===== config.mk =====
export PLATFORM = sky130hd
export DESIGN_NAME = display_scan_mux
export DESIGN_NICKNAME = d
export VERILOG_FILES = /design/src/rtl/display_pkg.sv /design/src/rtl/bcd_to_seg.sv /design/src/rtl/display_scan_mux.sv
export SDC_FILE = /design/constraint.sdc
export NUM_CORES = 1
export LEC_CHECK = 0
export CAP_MARGIN = 5
export CORE_AREA = 2 2 79 81
export DETAILED_ROUTE_END_ITERATION = 8
export DIE_AREA = 0 0 81 83
export GPL_TIMING_DRIVEN = 0
export PLACE_DENSITY_LB_ADDON = 0.1
export SLEW_MARGIN = 25
export SYNTH_ARGS = -nofsm -noshare
export SYNTH_HDL_FRONTEND = slang
export SYNTH_SLANG_ARGS = --single-unit

===== constraint.sdc =====
create_clock -name clk -period 3.55 [get_ports clk]
set_input_delay 0.5325 -clock clk [delete_from_list [all_inputs] [get_ports clk]]
set_output_delay 0.5325 -clock clk [all_outputs]
set_load 0.03 [all_outputs]

===== src/rtl/display_pkg.sv =====
// Shared constants for the 7-segment display path: digit count, segment
// bit positions and the active-low glyph patterns.
package display_pkg;

    localparam int NUM_DIGITS = 4;

    // Segment bit order within a 7-bit pattern {g,f,e,d,c,b,a}
    localparam int SEG_A = 0;
    localparam int SEG_B = 1;
    localparam int SEG_C = 2;
    localparam int SEG_D = 3;
    localparam int SEG_E = 4;
    localparam int SEG_F = 5;
    localparam int SEG_G = 6;

    localparam logic [6:0] SEG_BLANK = 7'b1111111;
    localparam logic [6:0] SEG_0     = 7'b1000000;
    localparam logic [6:0] SEG_1     = 7'b1111001;
    localparam logic [6:0] SEG_2     = 7'b0100100;
    localparam logic [6:0] SEG_3     = 7'b0110000;
    localparam logic [6:0] SEG_4     = 7'b0011001;
    localparam logic [6:0] SEG_5     = 7'b0010010;
    localparam logic [6:0] SEG_6     = 7'b0000010;
    localparam logic [6:0] SEG_7     = 7'b1111000;
    localparam logic [6:0] SEG_8     = 7'b0000000;
    localparam logic [6:0] SEG_9     = 7'b0010000;

endpackage


===== src/rtl/bcd_to_seg.sv =====
// Combinational BCD to active-low 7-segment decoder; non-BCD codes are blank.
module bcd_to_seg
    import display_pkg::*;
(
    input  logic [3:0] bcd,
    output logic [6:0] seg
);

    always_comb begin
        seg = SEG_BLANK;
        case (bcd)
            4'd0:    seg = SEG_0;
            4'd1:    seg = SEG_1;
            4'd2:    seg = SEG_2;
            4'd3:    seg = SEG_3;
            4'd4:    seg = SEG_4;
            4'd5:    seg = SEG_5;
            4'd6:    seg = SEG_6;
            4'd7:    seg = SEG_7;
            4'd8:    seg = SEG_8;
            4'd9:    seg = SEG_9;
            default: seg = SEG_BLANK;
        endcase
    end

endmodule


===== src/rtl/display_scan_mux.sv =====
// Time-multiplexed scan driver for a 4-digit 7-segment display with
// leading-zero blanking and per-digit blink.
module display_scan_mux
    import display_pkg::*;
#(
    parameter int SCAN_DIV  = 100000,
    parameter int BLINK_DIV = 50000000
) (
    input  logic                  clk,
    input  logic                  reset,
    input  logic [15:0]           digits_bcd,
    input  logic [NUM_DIGITS-1:0] dp_in,
    input  logic [NUM_DIGITS-1:0] blink_mask,
    input  logic                  blank_lead,
    output logic [NUM_DIGITS-1:0] enable_output,
    output logic [6:0]            seg,
    output logic                  dp,
    output logic                  blink_phase
);

    localparam int SCAN_W  = $clog2(SCAN_DIV);
    localparam int BLINK_W = $clog2(BLINK_DIV);

    logic [SCAN_W-1:0]  scan_cnt;
    logic [BLINK_W-1:0] blink_cnt;
    logic [1:0]         idx;
    logic [1:0]         idx_next;
    logic               scan_tc;
    logic               blink_tc;
    logic               phase_next;
    logic [3:0]         sel_bcd;
    logic [6:0]         dec_seg;
    logic               lead_blank;
    logic               blink_blank;
    logic [6:0]         seg_next;
    logic               dp_next;

    assign scan_tc    = (scan_cnt == SCAN_W'(SCAN_DIV - 1));
    assign blink_tc   = (blink_cnt == BLINK_W'(BLINK_DIV - 1));
    assign idx_next   = scan_tc ? idx + 2'd1 : idx;
    assign phase_next = blink_tc ? ~blink_phase : blink_phase;

    // Everything below is keyed on idx_next so seg/dp land on the same edge
    // as the enable they belong to.
    always_comb begin
        sel_bcd    = digits_bcd[3:0];
        lead_blank = 1'b0;
        case (idx_next)
            2'd0: begin
                sel_bcd    = digits_bcd[3:0];
                lead_blank = 1'b0;
            end
            2'd1: begin
                sel_bcd    = digits_bcd[7:4];
                lead_blank = (digits_bcd[15:4] == 12'h000);
            end
            2'd2: begin
                sel_bcd    = digits_bcd[11:8];
                lead_blank = (digits_bcd[15:8] == 8'h00);
            end
            default: begin
                sel_bcd    = digits_bcd[15:12];
                lead_blank = (digits_bcd[15:12] == 4'h0);
            end
        endcase
        lead_blank = lead_blank & blank_lead;
    end

    bcd_to_seg u_dec (
        .bcd (sel_bcd),
        .seg (dec_seg)
    );

    // Blink blanking overrides leading-zero blanking, which overrides decode.
    always_comb begin
        blink_blank = phase_next & blink_mask[idx_next];
        seg_next    = dec_seg;
        dp_next     = ~dp_in[idx_next];
        if (blink_blank) begin
            seg_next = SEG_BLANK;
            dp_next  = 1'b1;
        end else if (lead_blank) begin
            seg_next = SEG_BLANK;
        end
    end

    always_ff @(posedge clk) begin
        if (reset) begin
            scan_cnt      <= '0;
            blink_cnt     <= '0;
            idx           <= 2'd0;
            blink_phase   <= 1'b0;
            enable_output <= 4'b0001;
            seg           <= SEG_BLANK;
            dp            <= 1'b1;
        end else begin
            scan_cnt      <= scan_tc ? '0 : scan_cnt + SCAN_W'(1);
            blink_cnt     <= blink_tc ? '0 : blink_cnt + BLINK_W'(1);
            idx           <= idx_next;
            blink_phase   <= phase_next;
            enable_output <= 4'b0001 << idx_next;
            seg           <= seg_next;
            dp            <= dp_next;
        end
    end

endmodule


* After elaboration in Yosys (flattened, before gate mapping)
Memories as Yosys holds them, arrays and structs flattened. A register that Yosys moved wholly into a read port is not among the register bits.
Index checks and enable logic that the tools add are counted.
W data, S select, Z words.
** Word-level totals
- Register bits after elaboration :: 51
- ROM bits :: 112
- Bits of input ports :: 27
- Output and inout port bits :: 13
- Word-level logic and storage cells :: 36
- Memories kept :: 1
** Operators by class
- $add $sub $neg :: 3
- Order comparisons :: 1
- Eq/ne operators :: 4
- Shifts and indexed selects :: 1
- Muxes and demuxes :: 8
- Bitwise gates (word level) :: 4
- Reductions and logical operators :: 8
** Memory list
- (no name shown) :: words 16, width 7, read ports 1, clocked after memory_dff 1, write ports 0, line bcd_to_seg.sv:11 : case (bcd)
** Operator list (number)
- $add A26 B1 Y26 const B :: 1
- $eq A26 B26 Y1 const B :: 1
- $add A17 B1 Y17 const B :: 1
- $eq A17 B17 Y1 const B :: 1
- $logic_not A12 Y1 :: 1
- $pmux W4 S3 :: 1
- $logic_not A8 Y1 :: 1
- $reduce_or A2 Y1 :: 3
- $bmux W1 S2 :: 2
- $logic_not A4 Y1 :: 1
- $shl A1 B2 Y4 const A :: 1
- $lt A2 B3 Y1 const B :: 1
- $mux W1 :: 3
- $pmux W1 S3 :: 1
- $reduce_or A3 Y1 :: 1
- $add A2 B1 Y2 const B :: 1
- $and A1 B1 Y1 :: 2
- $eq A2 B1 Y1 const B :: 1
- $eq A2 B2 Y1 const B :: 1
- $logic_not A2 Y1 :: 1
- $mux W2 :: 1
- $not A1 Y1 :: 2

* Depth between registers and ports, before layout
- Depth in word-level cells :: 6
- Gate-level depth with buffers :: 13
- Mapped depth without buffers :: 10

* Hierarchy
From an unflattened synthesis, not the netlist that was laid out.
** Second synthesis, totals
- Cell total of the unflattened synthesis :: 360
- Area, all modules :: 3171.8 um^2
** Modules (own cells, without submodules)
- display_scan_mux :: instances 1, cells each 327, area an instance 2961.6 um^2, seq. area each 1161.1 um^2
- bcd_to_seg :: instances 1, cells each 33, area an instance 210.2 um^2, seq. area each 0.0 um^2

* Least setup slack after synthesis
OpenSTA, ideal clock, no wires.
- Path kind :: register to register
- Start :: register scan_cnt[0]
- End :: register seg[3]
- Setup time :: 127 ps
- Arrival time :: 2494 ps
- Required time :: 3423 ps
- Path slack :: 929 ps
- Cell stages (with the launch flop) :: 14
- Path buffers :: 3
- Clock period less this slack :: 2621 ps
- Path through :: dfxtp_1 ha_1 and4_1 buf_6 and4_1 buf_6 buf_12 mux2i_1 a32o_1 a221oi_4 inv_1 ha_1 o21ai_0 nand4_1
** On the way
- Cells in the longest elaborated chain, start to end :: 6
- Elaborated cells on any way between the ends :: 12
- Those cells by class :: eq/ne (3); mux (5); bitwise (2); reduce/logical (2)
** RTL lines
- start: declaration :: line display_scan_mux.sv:24 : logic [SCAN_W-1:0] scan_cnt;
- start signal: assignment :: line display_scan_mux.sv:97 : scan_cnt <= scan_tc ? '0 : scan_cnt + SCAN_W'(1);
- $eq A17 B17 Y1 (*) :: line display_scan_mux.sv:38 : assign scan_tc = (scan_cnt == SCAN_W'(SCAN_DIV - 1));
- $mux W2 (*) :: line display_scan_mux.sv:40 : assign idx_next = scan_tc ? idx + 2'd1 : idx;
- $eq A2 B2 Y1, or another cell as far along :: line display_scan_mux.sv:48 : case (idx_next)
- $pmux W1 S3 / $mux W1 (equally long branches) :: line display_scan_mux.sv:48, display_scan_mux.sv:76
- $and A1 B1 Y1 (on tied branches) :: line display_scan_mux.sv:66, display_scan_mux.sv:76
- $reduce_or A3 Y1 (no line)
- end: declaration :: line display_scan_mux.sv:16 : output logic [6:0] seg,
Mark *: on every way between the ends. The rest lies on a longest branch, timed or not. The select of a mux whose other input is x is not followed.
A chain may end at the register's enable or synchronous reset.

* Final worst setup path
Same ends and word-level chain as after synthesis.

==> run_results.csv <==
group,metric,value,unit
outcome,status,"finished, final reports clean",
timing,max_freq,358,MHz
cells_and_area,fin_nets,442,
placed_design,io_buffers,39,
cts,insertion_delay,0.34,ns
job,cap_viol_max_count,0,
timing,hold_viol,0,
timing,fin_ws,0.753,ns
cts,cts_resized,0,
placed_design,gp_congestion,0.911,
critical_path,critPathCaptureType,"flop",
route,firstDrtPassIters,4,
route,vias_per_cell,5.47,
critical_path,critPathKind,"flop to flop",
cts,clkSlewWorstSetupHoldPaths,0.07,ns
power_and_ir_drop,p_sw,311,uW
yosys,async_flop_share,0,%
grt,grt_pass1_wl,10900,um
timing,tns,0,ns
critical_path,required,3.77,ns
placed_design,hpwl,4750,um
power_and_ir_drop,p_clk_share,41.8,%
cts,cts_num_sinks,58,
hold_path,hp-class,"flop to flop",
power_and_ir_drop,power.leakage,0.00132,uW
placed_design,pre_cts_ws,0.723,ns
yosys,avgSynthCellArea,8.48,um^2
timing,rsz0062_at_grt,"false",
route,postRouteAntennaNets,0,
critical_path,critical_path.max_fanout,10,
yosys,synth_edf_count,0,
critical_path,reg2reg_slack,0.75,ns
timing,tightest_slew,0.534,ns
grt,grt_max_degree,11,
yosys,ys_seq_elements,58,
die,initial_core_util,52.5,%
cts,postCtsSetupBuffers,0,
cts,clk_path_buf_depth,2,
yosys,ys_seq_area_share,38.0,%
cts,ctsRootBufferMaster,"clkbuf_8",
cells_and_area,seq_area,0.00116,mm^2
power_and_ir_drop,power.density,365,mW/mm^2
cells_and_area,mostFrequentLayoutCells,"dfxtp_1 (58), nor2_1 (53), clkdlybuf4s50_1 (39)",
grt,grt_pass1_vias,2496,
power_and_ir_drop,total_power,1360,uW
cells_and_area,final_common_cell,"dfxtp_1",
cells_and_area,drive_above_1_share,8.19,%
die,fp-row-count,28,
power_and_ir_drop,swShare,22.9,%
timing,setup_violations,0,
cells_and_area,multi_input_area,0.00171,mm^2
route,drc,0,
die,die_area,0.00672,mm^2
yosys,synthFlopType,"dfxtp_1",
timing,period_minus_slack,2.80,ns
cells_and_area,diodes,0,
timing,period_share,78.8,%
yosys,synth_cell_types,54,
timing,hold_slack,0.465,ns
yosys,netlist_area,0.00305,mm^2
die,die_height,83,um
yosys,yosys_warnings,0,
power_and_ir_drop,internal-power,1050,uW
yosys,syn_inst,360,
die,core,0.00582,mm^2
power_and_ir_drop,power_frac_comb,8.8,%
power_and_ir_drop,seq_power_share,49.3,%
die,io_pins,40,
power_and_ir_drop,irDropWorstVdd,243,uV
cells_and_area,fillers,549,
route,first_iter_violations,72,
cts,hold_buffers,0,
grt,antenna_found_initial,0,
route,vias,2680,
timing,slew_headroom,64.1,%
yosys,syn-num-nets,392,
cts,htree_levels,3,
cts,numCtsBuffers,9,
timing,clock_skew,0.00947,ns
die,fp.dieW,81,um
route,drt_wl_total,6430,um
cts,cts_tree,"done",
grt,overflow,0,
route,routedWlPerCell,13.1,um
grt,grt_usage,20.3,%
cells_and_area,syn2layout_area_growth,21.7,%
critical_path,setup.worst_path.start_class,"flop",
critical_path,worstPathArrival,3.02,ns
timing,slew_viol_final,0,
cell usage after synthesis (all sizes together), types with 2 or more instances:
library cell / n / share of area, %
a211oi: 2 / 0.49
a21oi: 10 / 1.6
a31oi: 3 / 0.61
a32oi: 7 / 2.0
and2: 5 / 1.1
and2b: 2 / 0.61
and3: 4 / 0.82
and4: 3 / 0.86
buf: 10 / 3.4
clkbuf: 8 / 1.4
dfxtp: 58 / 38
ha: 5 / 2.0
inv: 11 / 1.4
mux2i: 10 / 3.3
nand2: 33 / 4.1
nand2b: 2 / 0.41
nand3: 21 / 3.4
nand4: 13 / 2.9
nor2: 53 / 6.5
nor2b: 2 / 0.41
nor3: 15 / 2.6
nor4: 7 / 1.9
nor4bb: 2 / 0.66
o21ai: 15 / 2.5
or3: 6 / 1.2
xnor2: 20 / 5.7
xor2: 17 / 4.9
cell families after synthesis:
logic type,count (synthesis),synth area share [%]
compound gates,44,9.71
xor+xnor,37,10.6
fa+ha+maj,5,2.05
buf+inv,29,6.10
flops,58,38.0
mux,11,3.65
simple gates,176,29.9
stage by stage:
step	utilization, %	cells	cell area, um^2
6_report	63.9	490	3720
5_1_grt	63.9	490	3720
4_1_cts	63.9	490	3720
3_5_place_dp	60.8	474	3540
3_3_place_gp	60.8	474	3540
2_1_floorplan	-	360	3050
flip-flops by register name (all words and copies together), names as in the netlist:
signal,flops
blink_cnt,26
scan_cnt,17
seg,7
enable_output,4
idx,2
blink_phase,1
dp,1
per-layer routing:
layer	track usage, %	vias to the layer above	part of all wire [%]
met5	0	-	0
met4	7.55	0	1.7
met3	6.20	11	6.9
met2	31.7	65	44
met1	26.1	1243	48
li1	-	1361	-
power by group through the flow:
stage / combinational [uW] / sequential, uW / clock [uW]
2_1_floorplan: 49.0 / 696 / 0
3_3_place_gp: 118 / 684 / 0
3_5_place_dp: 120 / 684 / 0
4_1_cts: 121 / 670 / 579
5_1_grt: 132 / 670 / 608
6_report: 120 / 670 / 568
area by class of cell:
| cell class | instances | area share [%] |
|---|---|---|
| clock buffers | 13 | 3.74 |
| repair buffers | 39 | 10.5 |
| multi-input cells | 273 | 45.9 |
| clock inverters | 3 | 1.08 |
| inverters | 11 | 1.11 |
| well taps | 75 | 2.52 |
| plain buffers | 18 | 3.90 |
| flip-flops and latches | 58 | 31.2 |
path summary, 6_finish.rpt:
path                     startpoint                     end  cells past startpoint
min reg2reg  scan_cnt[0]$_SDFF_PP0_  scan_cnt[0]$_SDFF_PP0_                      1
max          scan_cnt[0]$_SDFF_PP0_       seg[3]$_SDFF_PP1_                     11
min          scan_cnt[0]$_SDFF_PP0_  scan_cnt[0]$_SDFF_PP0_                      1
max reg2reg  scan_cnt[0]$_SDFF_PP0_       seg[3]$_SDFF_PP1_                     11
critical path, stage by stage, from the launching register on:
cell and delay, ns:
dfxtp_1 0.37, ha_1 0.22, and4_1 0.22, buf_6 0.12, nand4_2 0.24, buf_4 0.28, mux2i_1 0.16, a221oi_4 0.38
inv_1 0.11, ha_1 0.32, o21ai_0 0.16, nand4_1 0.10
Power figures use the tool's default switching activity.
